[config.mk]
export PLATFORM = sky130hd
export DESIGN_NAME = program_flow_unit
export DESIGN_NICKNAME = d
export VERILOG_FILES = /design/src/rtl/program_flow_unit.sv
export SDC_FILE = /design/constraint.sdc
export NUM_CORES = 1
export LEC_CHECK = 0
export BUFFER_PORTS_ARGS = -buffer_cell sky130_fd_sc_hd__buf_2
export CORE_MARGIN = 2
export CORE_UTILIZATION = 55
export DETAILED_ROUTE_END_ITERATION = 8
export MAX_ROUTING_LAYER = met4
export PLACE_DENSITY = 0.73
export SLEW_MARGIN = 40
export SYNTH_ARGS = -nofsm -noshare
export SYNTH_HDL_FRONTEND = slang
export SYNTH_SLANG_ARGS = --single-unit
[constraint.sdc]
create_clock -name clock -period 6.2 [get_ports clock]
set_input_delay 0.31 -clock clock [delete_from_list [all_inputs] [get_ports clock]]
set_output_delay 0.31 -clock clock [all_outputs]
set_load 0.02 [all_outputs]
[src/rtl/program_flow_unit.sv]
// Program-flow stage: program counter, LIFO return/data stack, branch-target
// mini-ALU, context register and a one-cycle writeback port for POP and GSA.
module program_flow_unit #(
    parameter int          DEPTH    = 16,
    parameter logic [15:0] RESET_PC = 16'h0000
) (
    input  logic                       clock,
    input  logic                       reset,
    input  logic                       step,
    input  logic                       JMP_flag,
    input  logic                       CALL_flag,
    input  logic                       RET_flag,
    input  logic                       PUSH_flag,
    input  logic                       POP_flag,
    input  logic                       GSA_flag,
    input  logic                       SWITCH_flag,
    input  logic [3:0]                 Mini_ALU_op,
    input  logic [31:0]                Mini_ALU_v1,
    input  logic [31:0]                Mini_ALU_v2,
    output logic [15:0]                PC_pos,
    output logic [$clog2(DEPTH):0]     sp,
    output logic                       stack_empty,
    output logic                       stack_full,
    output logic [7:0]                 ctx,
    output logic                       wb_valid,
    output logic [7:0]                 wb_addr,
    output logic [31:0]                wb_data,
    output logic                       fault
);

    localparam int AW  = $clog2(DEPTH);
    localparam int SPW = AW + 1;

    // step is a retire strobe with no back-pressure; wb_valid is a one-cycle
    // pulse with no ready, the register file must accept it when it fires.

    logic [31:0]    mem_q [DEPTH];
    logic [15:0]    pc_q, pc_d;
    logic [SPW-1:0] sp_q, sp_d;
    logic [7:0]     ctx_q, ctx_d;
    logic           fault_q, fault_d;
    logic           empty_q, full_q;
    logic           wb_valid_q, wb_valid_d;
    logic [7:0]     wb_addr_q, wb_addr_d;
    logic [31:0]    wb_data_q, wb_data_d;

    logic           push_en;
    logic [31:0]    push_data;
    logic [AW-1:0]  push_idx, top_idx;
    logic [31:0]    top;
    logic [31:0]    target;
    logic [15:0]    pc_next;
    logic           is_empty, is_full;
    logic           unused_target_hi;

    assign target           = (Mini_ALU_op == 4'd1) ? (Mini_ALU_v1 - Mini_ALU_v2)
                                                    : (Mini_ALU_v1 + Mini_ALU_v2);
    assign unused_target_hi = ^target[31:16];
    assign pc_next          = pc_q + 16'd1;
    assign is_empty         = (sp_q == '0);
    assign is_full          = (sp_q == SPW'(DEPTH));
    assign push_idx         = sp_q[AW-1:0];
    assign top_idx          = sp_q[AW-1:0] - AW'(1);
    assign top              = mem_q[top_idx];

    always_comb begin
        pc_d       = pc_q;
        sp_d       = sp_q;
        ctx_d      = ctx_q;
        fault_d    = fault_q;
        wb_valid_d = 1'b0;
        wb_addr_d  = wb_addr_q;
        wb_data_d  = wb_data_q;
        push_en    = 1'b0;
        push_data  = '0;
        if (step && !fault_q) begin
            // Overflow/underflow only raises fault; everything else stays put.
            if (CALL_flag) begin
                if (is_full) begin
                    fault_d = 1'b1;
                end else begin
                    push_en   = 1'b1;
                    push_data = {16'b0, pc_next};
                    sp_d      = sp_q + SPW'(1);
                    pc_d      = target[15:0];
                end
            end else if (RET_flag) begin
                if (is_empty) begin
                    fault_d = 1'b1;
                end else begin
                    sp_d = sp_q - SPW'(1);
                    pc_d = top[15:0];
                end
            end else if (JMP_flag) begin
                pc_d = target[15:0];
            end else if (PUSH_flag) begin
                if (is_full) begin
                    fault_d = 1'b1;
                end else begin
                    push_en   = 1'b1;
                    push_data = Mini_ALU_v1;
                    sp_d      = sp_q + SPW'(1);
                    pc_d      = pc_next;
                end
            end else if (POP_flag) begin
                if (is_empty) begin
                    fault_d = 1'b1;
                end else begin
                    sp_d       = sp_q - SPW'(1);
                    wb_valid_d = 1'b1;
                    wb_addr_d  = Mini_ALU_v1[7:0];
                    wb_data_d  = top;
                    pc_d       = pc_next;
                end
            end else if (GSA_flag) begin
                wb_valid_d = 1'b1;
                wb_addr_d  = Mini_ALU_v1[7:0];
                wb_data_d  = 32'(sp_q);
                pc_d       = pc_next;
            end else if (SWITCH_flag) begin
                ctx_d = Mini_ALU_v1[7:0];
                pc_d  = pc_next;
            end else begin
                pc_d = pc_next;
            end
        end
    end

    always_ff @(posedge clock) begin
        if (reset) begin
            pc_q       <= RESET_PC;
            sp_q       <= '0;
            ctx_q      <= '0;
            fault_q    <= 1'b0;
            empty_q    <= 1'b1;
            full_q     <= 1'b0;
            wb_valid_q <= 1'b0;
            wb_addr_q  <= '0;
            wb_data_q  <= '0;
        end else begin
            pc_q       <= pc_d;
            sp_q       <= sp_d;
            ctx_q      <= ctx_d;
            fault_q    <= fault_d;
            empty_q    <= (sp_d == '0);
            full_q     <= (sp_d == SPW'(DEPTH));
            wb_valid_q <= wb_valid_d;
            wb_addr_q  <= wb_addr_d;
            wb_data_q  <= wb_data_d;
        end
    end

    // Stack storage has no reset; sp alone defines which entries are live.
    always_ff @(posedge clock) begin
        if (!reset && push_en) begin
            mem_q[push_idx] <= push_data;
        end
    end

    assign PC_pos      = pc_q;
    assign sp          = sp_q;
    assign stack_empty = empty_q;
    assign stack_full  = full_q;
    assign ctx         = ctx_q;
    assign wb_valid    = wb_valid_q;
    assign wb_addr     = wb_addr_q;
    assign wb_data     = wb_data_q;
    assign fault       = fault_q;

endmodule

==> flow_summary_export.csv <==
group,metric,value,unit
synth,synthSimpleGateAreaFrac,0.06135,
placed_design,pre_cts_slack,2.305,ns
synth,synth_top_family_by_area,"multiplexers",
power,netSwitchingPower,0.002497,W
die,die-area,46650,µm²
clock_tree,clk_pin_slew,0.07,ns
timing,maxSlewHeadroom,0.4650,
finish,diodes,0,
synth,synth-adder-area-share,0.01195,
power,p_int,0.006884,W
synth,async_reset_ff_frac,0,
timing,rsz0062_at_grt,"no",
synth,mappedNetlistNets,1551,
power,vdd_drop_max,297.2,µV
clock_tree,h-tree-depth,2,
global_route,antenna_found_initial,1,
timing,fin_crit_sh,0.6373,
clock_tree,clk_latency,0.63,ns
clock_tree,root_buffer,"clkbuf_16",
timing,fin_crit,3.952,ns
synth,syn-cell-area,24720,µm²
synth,synth_edf_count,512,
setup_path,slowest_stage,"nor2_4",
timing,finalHoldViolations,0,
placed_design,portBuffers,134,
clock_tree,cts_tree,"done",
power,clkPwrFrac,0.358,
die,dieHeight,216.0,µm
setup_path,cpPeakStageDelay,0.63,ns
timing,setup_tns,0,ns
global_route,grt_max_degree,52,
timing,setup_ws,2.248,ns
die,ios,151,
synth,yosys_most_used_dff,"edfxtp_1",
drt,wl_per_cell,25.73,µm
placed_design,hpwl,34770,µm
setup_path,crit_required,6.47,ns
drt,drt-vias-per-instance,6.261,
power,switching_share,0.2662,
synth,ys_top_cells_by_area,"edfxtp_1 (62%), mux4_2 (13%), dfxtp_1 (5.9%)",
outcome,status,"finished clean",
finish,fillers,3048,
synth,synth_mux_area_frac,0.1382,
power,p_comb_frac,0.177,
setup_path,crit_chain,"inv_1, ha_4, nor3b_1, and2_1, nor2_1, o21ai_2, buf_4, or3b_2, nor2_4, buf_4",
drt,drt_iter0_drc,1583,
timing,tightest_slew,0.7999,ns
clock_tree,cts_buffers,56,
finish,multiInputGateArea,7495,µm²
power,leakage,9.625,nW
global_route,gr-usage-all-layers,0.2590,
drt,ant_nets,0,
finish,final_util,0.6381,
setup_path,cp.depth,10,
global_route,grt_pass1_vias,13930,
timing,finClkSkew,0.02601,ns
synth,netlist.area_leader.share,0.6221,
min_path,holdPathStages,3,
timing,slew_viol_final,0,
die,core-area,44320,µm²
setup_path,path_class,"register to register",
clock_tree,clkSinkCount,585,
global_route,overflow,0,
timing,max_freq,253.1,MHz
drt,drt_pass1_iterations,7,
clock_tree,ctsResizeCount,0,
die,die_x,216.0,µm
setup_path,crit_family,"simple AND/OR/NAND/NOR gates",
drt,vias,14160,
synth,synth_area_leader_cell,"edfxtp_1",
synth,ys_types,77,
setup_path,critPathMostFrequentCell,"buf_4",
clock_tree,clock_path_buffers,3,
job,cap_violations,0,
setup_path,critPathMaxFanout,23,
synth,ys_ff_latch,585,
finish,drive_above_1_share,0.2958,
setup_path,crit_path_end_kind,"register",
synth,syn_area_per_cell,17.05,µm²
global_route,grt_pass1_wl,87580,µm
setup_path,crit_arrival,4.23,ns
timing,hold_slack,0.02310,ns
die,rows,77,
setup_path,rrSetupSlack,2.25,ns
synth,synthXorXnorAreaFrac,0.01665,
die,start_util,0.5577,
finish,areaGrowthSynthToFinish,14.41,%
synth,synth_compound_area_frac,0.06738,
clock_tree,post-cts-setup-buffer-count,0,
setup_path,reg2reg_depth,10,
placed_design,routabilityCongestion,0.9416,
synth,yosys_warnings,0,
drt,wirelength,58200,µm
finish,regArea,16840,µm²
power,power_density,331.8,nW/µm²
min_path,hold_class,"primary input to register",
synth,yosysSeqAreaShare,0.6812,
setup_path,critPathLaunchType,"register",
finish,layout.nets,1724,
setup_path,crit_buf_inv,3,
drt,drc_errors,0,
synth,syn_inst,1450,
power,pwr-share-seq,0.465,
timing,setup_violations,0,
[worst paths after layout]
path | end | startpoint
worst max-delay path | mem_q[9][14] | sp[1]
worst min-delay path | wb_addr[1] | Mini_ALU_v1[1]
worst max register to register | mem_q[9][14] | sp[1]
worst min register to register | ctx[7] | ctx[7]
[cell families after synthesis]
family,Yosys count
flip-flops,585
AND/OR/NAND/NOR,296
AO/OA/AOI/OAI,236
multiplexers,165
buffers and inverters,101
XOR/XNOR,44
adder cells (fa/ha/maj),23
[worst reg2reg max path, cell delays in order, from the launching register on]
cell and delay (ns):
dfxtp_1 0.57, inv_1 0.21, ha_4 0.25, nor3b_1 0.18, and2_1 0.21, nor2_1 0.14
o21ai_2 0.07, buf_4 0.26, or3b_2 0.61, nor2_4 0.63, buf_4 0.47
[cell usage after synthesis, types with 7 or more instances]
library cell,n
a211oi_1,44
a21oi_1,66
a22oi_1,7
a22oi_2,20
and2_1,19
buf_2,22
buf_4,12
buf_6,12
clkbuf_1,34
dfxtp_1,73
edfxtp_1,512
ha_1,22
inv_1,14
mux2i_1,24
mux4_2,141
nand2_1,59
nand3_1,15
nor2_1,89
nor2_2,20
nor2b_1,28
nor3_1,26
o21ai_0,29
o22ai_1,8
xnor2_1,25
xor2_1,17
[cells in the final DEF, fill, tap and decap left out, types with 14 or more instances in the layout]
cell / n
a211oi_1: 42
o21ai_0: 28
dfxtp_1: 72
nor3_1: 22
mux2i_1: 24
inv_1: 14
edfxtp_1: 512
nor2_1: 76
clkbuf_16: 57
a21oi_1: 66
buf_2: 134
and2_1: 19
buf_4: 47
mux4_2: 141
nor2_2: 21
xnor2_1: 25
ha_1: 21
nor2b_1: 28
a22oi_2: 20
xor2_1: 17
nand3_1: 15
nand2_1: 59
[layer usage]
metal	GRT usage	vias up	wire, µm
li1	-	6159	-
met1	0.3650	7195	23930
met2	0.4048	705	28200
met3	0.03946	104	4978
met4	0.06142	0	1089
met5	-	-	0
[power groups by stage]
stage	clock network, W	logic (W)	registers, W
5_1_grt	0.00355	0.00177	0.00437
3_3_place_gp	0	0.00160	0.00444
3_5_place_dp	0	0.00164	0.00445
2_1_floorplan	0	0.00115	0.00447
4_1_cts	0.00341	0.00166	0.00436
6_report	0.00336	0.00166	0.00436
[metrics by stage]
| stage | power (W) | std cells | cell area (µm²) |
|---|---|---|---|
| after global placement | 0.006049 | 2141 | 26180 |
| final | 0.009382 | 2262 | 28280 |
| after global routing | 0.009695 | 2262 | 28280 |
| after floorplan | 0.005618 | 1450 | 24720 |
| after CTS | 0.009430 | 2262 | 28280 |
| after detailed placement | 0.006087 | 2149 | 26390 |
[registers in the layout, summed over array words and instances (netlist names)]
name,cells
wb_addr,8
stack_empty,1
wb_data,32
stack_full,1
sp,5
ctx,8
mem_q,512
PC_pos,16
wb_valid,1
fault,1
[timing repair]
action	in CTS	in global routing
hold endpoints to repair	11	0
hold buffers	8	0
endpoints found under the setup margin	0	0
[final cells by class]
class                      instances  share of cell area
sequential                       585              0.5955
clock buffer                      70             0.05252
multi-input combinational        764              0.2650
inverter                          14            0.001858
clock inverter                    35             0.01124
timing repair buffer             202             0.04765
tap                              592             0.02619
Power figures use the tool's default switching activity.
